<file path="src/rtl/mem_arb_pkg.sv">
// Shared types and derived widths for the main-memory arbiter.
package mem_arb_pkg;

  typedef enum logic [1:0] {
    IDLE  = 2'd0,
    BURST = 2'd1,
    RESP  = 2'd2
  } state_t;

  typedef enum logic {
    REQ_I = 1'b0,
    REQ_D = 1'b1
  } req_t;

  localparam int unsigned DEF_ADDR_WIDTH = 32;
  localparam int unsigned DEF_DATA_WIDTH = 32;
  localparam int unsigned DEF_BURST_LEN  = 4;

  // Widths for the default configuration
  localparam int unsigned BEAT_W   = $clog2(DEF_BURST_LEN);
  localparam int unsigned OFFSET_W = $clog2(DEF_BURST_LEN * DEF_DATA_WIDTH / 8);

  // Beat-counter width for an arbitrary line length
  function automatic int unsigned beat_w_of(input int unsigned burst_len);
    return $clog2(burst_len);
  endfunction

  // Number of byte-offset bits inside one cache line
  function automatic int unsigned offset_w_of(input int unsigned burst_len,
                                              input int unsigned data_width);
    return $clog2(burst_len * data_width / 8);
  endfunction

endpackage

</file>
<file path="src/rtl/rr_pick2.sv">
// Two-way round-robin picker between the icache and dcache requesters.
module rr_pick2
  import mem_arb_pkg::*;
(
  input  logic i_req,
  input  logic d_req,
  input  req_t last_served,
  output logic grant_valid,
  output req_t grant
);

  // On a tie the requester that was not served last wins
  always_comb begin
    grant_valid = i_req | d_req;
    grant       = REQ_I;
    if (i_req && d_req) begin
      grant = (last_served == REQ_I) ? REQ_D : REQ_I;
    end else if (d_req) begin
      grant = REQ_D;
    end
  end

endmodule

</file>
<file path="src/rtl/mem_arbiter.sv">
// Shares the main-memory port between icache refills and dcache
// refill/writeback bursts, one whole-line burst at a time.
module mem_arbiter
  import mem_arb_pkg::*;
#(
  parameter int unsigned ADDR_WIDTH = DEF_ADDR_WIDTH,
  parameter int unsigned DATA_WIDTH = DEF_DATA_WIDTH,
  parameter int unsigned BURST_LEN  = DEF_BURST_LEN
) (
  input  logic                         clk,
  input  logic                         rst_n,
  input  logic                         i_req,
  input  logic [ADDR_WIDTH-1:0]        i_addr,
  output logic [DATA_WIDTH-1:0]        i_rdata,
  output logic                         i_rvalid,
  output logic                         i_done,
  input  logic                         d_req,
  input  logic                         d_we,
  input  logic [ADDR_WIDTH-1:0]        d_addr,
  input  logic [DATA_WIDTH-1:0]        d_wdata,
  output logic [$clog2(BURST_LEN)-1:0] d_beat,
  output logic [DATA_WIDTH-1:0]        d_rdata,
  output logic                         d_rvalid,
  output logic                         d_done,
  output logic                         mem_valid,
  output logic                         mem_we,
  output logic [ADDR_WIDTH-1:0]        mem_addr,
  output logic [DATA_WIDTH-1:0]        mem_wdata,
  input  logic                         mem_ready,
  input  logic [DATA_WIDTH-1:0]        mem_rdata
);

  localparam int unsigned BW         = beat_w_of(BURST_LEN);
  localparam int unsigned LINE_OFF_W = offset_w_of(BURST_LEN, DATA_WIDTH);
  localparam int unsigned BEAT_BYTES = DATA_WIDTH / 8;
  localparam logic [ADDR_WIDTH-1:0] OFF_MASK =
    ADDR_WIDTH'((64'd1 << LINE_OFF_W) - 64'd1);

  state_t                state;
  req_t                  owner;
  req_t                  last_served;
  req_t                  grant;
  logic                  grant_valid;
  logic                  we;
  logic [ADDR_WIDTH-1:0] base;
  logic [ADDR_WIDTH-1:0] sel_addr;
  logic [BW-1:0]         beat;
  logic                  accept;
  logic                  last_beat;

  rr_pick2 u_pick (
    .i_req       (i_req),
    .d_req       (d_req),
    .last_served (last_served),
    .grant_valid (grant_valid),
    .grant       (grant)
  );

  assign sel_addr  = (grant == REQ_D) ? d_addr : i_addr;
  assign accept    = (state == BURST) && mem_ready;
  assign last_beat = (beat == BW'(BURST_LEN - 1));
  assign d_beat    = beat;

  // Burst sequencing: grant in IDLE, step beats on acceptance, one RESP cycle
  always_ff @(posedge clk) begin
    if (!rst_n) begin
      state       <= IDLE;
      owner       <= REQ_I;
      last_served <= REQ_I;
      we          <= 1'b0;
      base        <= '0;
      beat        <= '0;
    end else begin
      case (state)
        IDLE: begin
          if (grant_valid) begin
            owner <= grant;
            we    <= (grant == REQ_D) && d_we;
            base  <= sel_addr & ~OFF_MASK;
            beat  <= '0;
            state <= BURST;
          end
        end
        BURST: begin
          if (mem_ready) begin
            if (last_beat) begin
              beat        <= '0;
              last_served <= owner;
              state       <= RESP;
            end else begin
              beat <= beat + BW'(1);
            end
          end
        end
        RESP: state <= IDLE;
        default: state <= IDLE;
      endcase
    end
  end

  // Return accepted read beats to the owning cache one cycle later
  always_ff @(posedge clk) begin
    if (!rst_n) begin
      i_rdata  <= '0;
      i_rvalid <= 1'b0;
      d_rdata  <= '0;
      d_rvalid <= 1'b0;
    end else begin
      i_rvalid <= 1'b0;
      d_rvalid <= 1'b0;
      if (accept && !we) begin
        if (owner == REQ_I) begin
          i_rdata  <= mem_rdata;
          i_rvalid <= 1'b1;
        end else begin
          d_rdata  <= mem_rdata;
          d_rvalid <= 1'b1;
        end
      end
    end
  end

  // Memory-side beat request and completion pulses
  always_comb begin
    mem_valid = (state == BURST);
    mem_we    = mem_valid && we;
    mem_addr  = '0;
    mem_wdata = '0;
    if (mem_valid) begin
      mem_addr  = base + ADDR_WIDTH'(beat) * ADDR_WIDTH'(BEAT_BYTES);
      mem_wdata = d_wdata;
    end
    i_done = (state == RESP) && (owner == REQ_I);
    d_done = (state == RESP) && (owner == REQ_D);
  end

endmodule
</file>
<file path="config.mk">
export PLATFORM = sky130hd
export DESIGN_NAME = mem_arbiter
export DESIGN_NICKNAME = d
export VERILOG_FILES = /design/src/rtl/mem_arb_pkg.sv /design/src/rtl/rr_pick2.sv /design/src/rtl/mem_arbiter.sv
export SDC_FILE = /design/constraint.sdc
export NUM_CORES = 1
export LEC_CHECK = 0
export CAP_MARGIN = 20
export CORE_MARGIN = 1.5
export CORE_UTILIZATION = 34
export DETAILED_ROUTE_END_ITERATION = 8
export PLACE_DENSITY_LB_ADDON = 0.08
export SETUP_SLACK_MARGIN = 0.4
export SYNTH_ARGS = -nofsm -noshare
export SYNTH_HDL_FRONTEND = slang
export SYNTH_SLANG_ARGS = --single-unit
</file>
<file path="constraint.sdc">
create_clock -name clk -period 1.6 [get_ports clk]
set_clock_uncertainty 0.15 [all_clocks]
set_input_delay 0.32 -clock clk [delete_from_list [all_inputs] [get_ports clk]]
set_output_delay 0.32 -clock clk [all_outputs]
set_load 0.03 [all_outputs]
</file>
==> results of run 1 <==
synth_stat cells, types with 2 or more instances:
master,count,share of area (%)
nand2_1,157,13
buf_4,4,0.66
o31ai_1,4,0.66
mux2i_1,64,14
buf_12,3,1.3
nor2_1,4,0.33
a311oi_1,28,5.4
clkbuf_1,23,1.9
nand4_1,2,0.28
dfxtp_1,101,45
and2_1,64,8.8
a21oi_1,30,3.3
buf_2,11,1.2
dlygate4sd1_1,3,0.58
cell type report:
type,count,area (um2)
well taps,176,220
inverters,1,3.75
flip-flops and latches,101,2120
clock buffers,10,239
diodes,1,2.50
repair buffers,356,4090
fillers,954,3670
multi-input cells,374,2730
clock inverters,6,66.3
per-layer routing:
layer / vias up / share of wire [%]
met5: - / 0
met4: 0 / 2.7
met3: 33 / 4.8
met2: 174 / 51
met1: 2345 / 41
li1: 2396 / -
timing repair:
action | in CTS | in global routing
resized for setup | 657 | 39
gates cloned | 15 | 0
hold buffers | 0 | 0
setup endpoints to repair | 234 | 235
setup buffers | 33 | 21
pin swaps | 39 | 16
cell families (layout without fill, tap and decap cells):
| group | Yosys count | in the layout | synth area share [%] |
|---|---|---|---|
| buffers and inverters | 46 | 373 | 6.01 |
| adders and majority gates | 1 | 1 | 0.275 |
| and+or+nand+nor | 239 | 240 | 24.7 |
| AOI/OAI and AO/OA | 67 | 67 | 10.4 |
| muxes | 64 | 64 | 14.1 |
| other | 1 | 3 | 0.0826 |
| DFF | 101 | 101 | 44.5 |
where the power goes:
part	total, mW	internal (mW)	switching [mW]
Combinational	2.20	1.21	0.998
Clock	2.30	1.27	1.03
Sequential	2.75	2.65	0.0938
Total	7.25	5.13	2.12
worst reg2reg max path, cell delays in order, from the launching register on:
cell,delay (ps)
dfxtp_2,340
buf_4,130
buf_6,110
nand3b_4,160
or3b_4,480
buf_6,160
buf_16,140
mux2i_2,140
state kept, by name, summed over array words and instances (netlist names):
signal and cells:
i_rdata 32, last_served 1, d_rvalid 1, state 2, i_rvalid 1, d_rdata 32, owner 1, we 1
d_beat 2, base 28
layout by cell type, fill, tap and decap left out, types with 2 or more instances in the layout:
cell             instances
nor2_4                   2
a21oi_2                 28
buf_8                    2
a311oi_2                10
clkinv_2                 2
nand2_1                157
dlygate4sd2_1            2
buf_12                  24
dfxtp_4                  3
dfxtp_2                 69
clkdlybuf4s50_1        121
nor3_4                   2
mux2i_2                  2
dfxtp_1                 29
nor2_1                   2
and2_4                  48
a311oi_1                18
buf_4                   50
conb_1                   2
or2_4                    2
clkbuf_16                9
inv_6                    3
and2_2                  16
nand4_1                  2
mux2i_1                 62
o31ai_2                  3
buf_6                  142
buf_16                  13
path summary, 6_finish.rpt:
check / start / endpoint / slack (ps) / cells after the start
worst max register to register: state[1] / d_rdata[23] / -320 / 7
worst min-delay path: rst_n / d_beat[0] / 240 / 4
worst min register to register: i_rdata[19] / i_rdata[19] / 310 / 2
worst max-delay path: state[1] / mem_wdata[4] / -400 / 4
==> impl_metrics.env, run 1 <==
export IMPL_hpwl_um=10100
export IMPL_synth_edf_count=0
export IMPL_placed_area_um2=7500
export IMPL_place_inst=939
export IMPL_dieArea_um2=14100
export IMPL_use_met1_pct=28.2
export IMPL_netlist_cell_type_count=35
export IMPL_synth_warnings=0
export IMPL_critical_path_top_delay_family="simple AND/OR/NAND/NOR gates"
export IMPL_stdcell_count=1025
export IMPL_antenna_found_initial=1
export IMPL_async_flop_share_pct=0
export IMPL_synth_avg_cell_area_um2=8.75
export IMPL_place_gp_congestion=0.709
export IMPL_synth_seq_cells=101
export IMPL_cap_violations=0
export IMPL_total_power_mw=7.25
export IMPL_viasPerCell=4.83
export IMPL_crit_buf_inv=2
export IMPL_period_needed_ps=2000
export IMPL_final_util_pct=72.1
export IMPL_p_per_area_nw_per_um2=766
export IMPL_syn_area_um2=4540
export IMPL_worstPathRequired_ps=1130
export IMPL_grt_overflow=0
export IMPL_htreeDepth=3
export IMPL_top_usage_layer="met2"
export IMPL_criticalPathCategory="reg -> out"
export IMPL_die_w_um=119
export IMPL_setup_tns_ps=-46040
export IMPL_end_kind="output port"
export IMPL_area_delta_synth_final_pct=108
export IMPL_max_freq_mhz=501
export IMPL_drive_gt1_share_pct=52.8
export IMPL_pin_count=270
export IMPL_hold_viol=0
export IMPL_rsz0062_at_grt="true"
export IMPL_cp_slowest_stage_delay_ps=340
export IMPL_stdcell_area_um2=9470
export IMPL_core_um2=13100
export IMPL_status="complete, but fails checks"
export IMPL_synthCells=519
export IMPL_violations="setup timing"
export IMPL_final_antenna_net_count=0
export IMPL_ys_flop_type="dfxtp_1"
export IMPL_setup_viol=164
export IMPL_worst_hold_slack_ps=243
export IMPL_path_clk_slew_ps=80
export IMPL_nets=978
export IMPL_drtIter0Drc=262
export IMPL_start_util_pct=34.6
export IMPL_wl_per_cell_um=17.4
export IMPL_first_global_vias=5037
export IMPL_clock_root_buffer="clkbuf_16"
export IMPL_port_buffers=259
export IMPL_post_place_ws_ps=-492
export IMPL_cp_slowest_cell="dfxtp_2"
export IMPL_path_cells="and2b_4 -> buf_16 -> and2_2 -> buf_6"
export IMPL_worstSkewPairLatency_ps=350
export IMPL_clkSinkCount=101
export IMPL_grt_pass1_wl_um=26500
export IMPL_hold_class="in -> reg"
export IMPL_maxSlewViolCount=0
export IMPL_cts_tree="done"
export IMPL_grtUsageMet2_pct=42.1
export IMPL_grt_start_max_net_pins=35
export IMPL_ctsLongestPathBuffers=2
export IMPL_setup_ws_ps=-396
export IMPL_path_max_fanout=24
export IMPL_drc=0
export IMPL_seq_area_frac_synth_pct=44.5
export IMPL_die_height_um=119
export IMPL_numCtsBuffers=9
export IMPL_wl_um=17900
export IMPL_critPathArrivalTime_ps=1530
export IMPL_leakage_nw=4.19
export IMPL_vias=4948
export IMPL_crit_path_start_kind="register"
export IMPL_ir_drop_mv=0.486
export IMPL_firstDrtPassIters=6
export IMPL_num_rows=42
export IMPL_grt_usage_pct=23.9
export IMPL_fin_crit_sh_pct=125
export IMPL_use_met3_pct=5.31
Note: power is estimated with default switching activity, not from simulation.
==> run 2: changes to the inputs <==
--- a/config.mk
+++ b/config.mk
@@ -5,6 +5,7 @@
 export SDC_FILE = /design/constraint.sdc
 export NUM_CORES = 1
 export LEC_CHECK = 0
+export ABC_CLOCK_PERIOD_IN_PS = 1600
 export CAP_MARGIN = 20
 export CORE_MARGIN = 1.5
 export CORE_UTILIZATION = 34
==> results of run 2 <==
Final layout, timing and power as in run 1 (identical DEF).
==> run 3: changes to the inputs <==
--- a/config.mk
+++ b/config.mk
@@ -14,4 +14,5 @@
 export SETUP_SLACK_MARGIN = 0.4
 export SYNTH_ARGS = -nofsm -noshare
 export SYNTH_HDL_FRONTEND = slang
+export SYNTH_HIERARCHICAL = 1
 export SYNTH_SLANG_ARGS = --single-unit
==> run 3 against run 2 <==
  * The run still ends with setup timing left
  * Final cell count is 6.0% lower
  * Die area is 2.2% lower
  * Power is 2.9% lower
  * Flip-flop and latch count stayed put
  * First-iteration DRC count is 54% lower
  * Fmax is 6.0% higher
  * Sequential share of layout area is 1.1 points higher
  * Global-route usage is 3.8 points lower
==> impl_metrics.env, run 3 <==
export IMPL_use_met3_pct=5.25
export IMPL_netlist_cell_type_count=29
export IMPL_max_freq_mhz=531
export IMPL_pwr_share_clk_pct=32.3
export IMPL_clock_root_buffer="clkbuf_16"
export IMPL_n_antenna_cell=0
export IMPL_cap_violations=0
export IMPL_hold_class="in -> reg"
export IMPL_synth_seq_cells=101
export IMPL_pin_count=270
export IMPL_ys_flop_type="dfxtp_1"
export IMPL_firstDrtPassIters=4
export IMPL_synth_top_area_share_pct=45.6
export IMPL_wl_per_cell_um=15.8
export IMPL_largestRegisters="d_rdata (32), i_rdata (32), base (28)"
export IMPL_seq_area_frac_synth_pct=45.6
export IMPL_final_antenna_net_count=0
export IMPL_core_um2=12700
export IMPL_crit_path_start_kind="register"
export IMPL_final_common_cell="buf_6"
export IMPL_synth_most_common_cell="nand2_1"
export IMPL_viasPerCell=4.61
export IMPL_stdcell_count=964
export IMPL_path_max_fanout=19
export IMPL_grt_start_max_net_pins=69
export IMPL_fin_crit_sh_pct=118
export IMPL_top_usage_layer="met2"
export IMPL_p_int_mw=5.04
export IMPL_num_rows=41
export IMPL_syn_area_um2=4440
export IMPL_violations="setup timing"
export IMPL_vias=4442
export IMPL_first_global_vias=4317
export IMPL_worstPathRequired_ps=1130
export IMPL_critPathArrivalTime_ps=1410
export IMPL_wl_um=15300
export IMPL_clkSinkCount=101
export IMPL_criticalPathCategory="reg -> out"
export IMPL_ctsLongestPathBuffers=2
export IMPL_dieArea_um2=13700
export IMPL_p_seq_share_pct=38.9
export IMPL_area_delta_synth_final_pct=103
export IMPL_htreeDepth=3
export IMPL_synth_avg_cell_area_um2=9.19
export IMPL_ir_drop_mv=0.528
export IMPL_place_inst=898
export IMPL_rsz0062_at_grt="true"
export IMPL_placed_area_um2=7360
export IMPL_stdcell_area_um2=8990
export IMPL_numCtsBuffers=9
export IMPL_hold_viol=0
export IMPL_grt_overflow=0
export IMPL_grtUsageMet2_pct=36.9
export IMPL_path_clk_slew_ps=70
export IMPL_p_per_area_nw_per_um2=783
export IMPL_combPwrFrac_pct=28.8
export IMPL_place_gp_congestion=0.732
export IMPL_worstSkewPairLatency_ps=330
export IMPL_setup_ws_ps=-283
export IMPL_leakage_nw=4.09
export IMPL_period_needed_ps=1880
export IMPL_synth_top_area_cell="dfxtp_1"
export IMPL_synthTopCellsByCount="nand2_1, dfxtp_1, mux2i_1"
export IMPL_drtIter0Drc=121
export IMPL_drive_gt1_share_pct=48.5
export IMPL_synth_warnings=6
export IMPL_grt_pass1_wl_um=21600
export IMPL_maxSlewViolCount=0
export IMPL_sw_frac_of_total_pct=28.3
export IMPL_use_met1_pct=23.9
export IMPL_port_buffers=259
export IMPL_end_kind="output port"
export IMPL_die_w_um=117
export IMPL_holdBufCountCts=0
export IMPL_nets=922
export IMPL_async_flop_share_pct=0
export IMPL_r2r_slack_ps=-80
export IMPL_total_power_mw=7.04
export IMPL_final_cell_mix="buf_6, clkdlybuf4s50_1, nand2_1"
export IMPL_grt_usage_pct=20.2
export IMPL_hpwl_um=9910
export IMPL_worst_hold_slack_ps=230
export IMPL_synth_area_leaders="dfxtp_1, mux2i_1, and2_1"
export IMPL_start_util_pct=35.0
export IMPL_drc=0
export IMPL_p_switching_mw=2.00
export IMPL_synth_edf_count=0
export IMPL_setup_viol=124
export IMPL_die_height_um=117
export IMPL_antenna_found_initial=0
export IMPL_synthCells=483
export IMPL_status="complete, but fails checks"
export IMPL_cts_tree="done"
run 3: changes by cell type after synthesis, moves of 27 or more:
cell,previous run,this run
a211oi_1,0,28
a21oi_1,30,3
a311oi_1,28,0
nor2_1,4,31
nand2_1,157,105
mux2i_1,64,93
run 3: final timing paths:
kind               from       endpoint  depth (start not counted)
max            state[0]  mem_wdata[27]                          5
min               rst_n          owner                          3
max reg2reg    state[0]       base[25]                          8
min reg2reg  d_rdata[5]     d_rdata[5]                          2
run 3: worst max-delay path, stage by stage, from the launching register on:
cell     delay (ps)
dfxtp_4         340
nor2b_4         170
buf_12          150
buf_16          150
and2_4          150
buf_6           120
run 3: repair_timing:
| action | in CTS | in global routing |
|---|---|---|
| gates resized for setup | 635 | 21 |
| cloned | 13 | 5 |
| pin swaps | 33 | 8 |
| setup buffers | 18 | 14 |
| setup endpoints to repair | 235 | 235 |
run 3: stage by stage:
step	worst slack (ps)	TNS (ps)	utilization [%]
detailed placement	-491	-37830	58.1
global placement	-447	-35020	58.1
floorplan	57.6	0	-
global route	-337	-27750	71.0
finish	-283	-19000	71.0
CTS	-303	-19740	68.4
run 3: cell type report:
class                   instances  area (um2)
flip-flops and latches        101        2110
multi-input cells             342        2500
clock buffers                   9         225
clock inverters                 7        88.8
fillers                       929        3680
inverters                       1        3.75
repair buffers                332        3840
well taps                     172         215
run 3: per-layer routing:
metal	vias up	wire, um
li1	2224	-
met1	2071	6160
met2	139	7990
met3	8	1040
met4	0	71
met5	-	0
run 3: cell families after synthesis:
group / count (synthesis) / synth area share (%)
adder cells (fa/ha/maj): 1 / 0.282
AND/OR/NAND/NOR: 212 / 22.8
flip-flops: 101 / 45.6
multiplexers: 93 / 21.0
other: 1 / 0.0845
AO/OA/AOI/OAI: 34 / 5.58
buffers and inverters: 41 / 4.74
run 3: power groups by stage:
| stage | clock network (mW) | logic [mW] | registers, mW |
|---|---|---|---|
| floorplan | 0 | 0.797 | 2.87 |
| global placement | 0 | 1.55 | 2.77 |
| detailed placement | 0 | 1.57 | 2.77 |
| CTS | 2.33 | 1.92 | 2.73 |
| global route | 2.46 | 2.14 | 2.75 |
| finish | 2.27 | 2.03 | 2.73 |
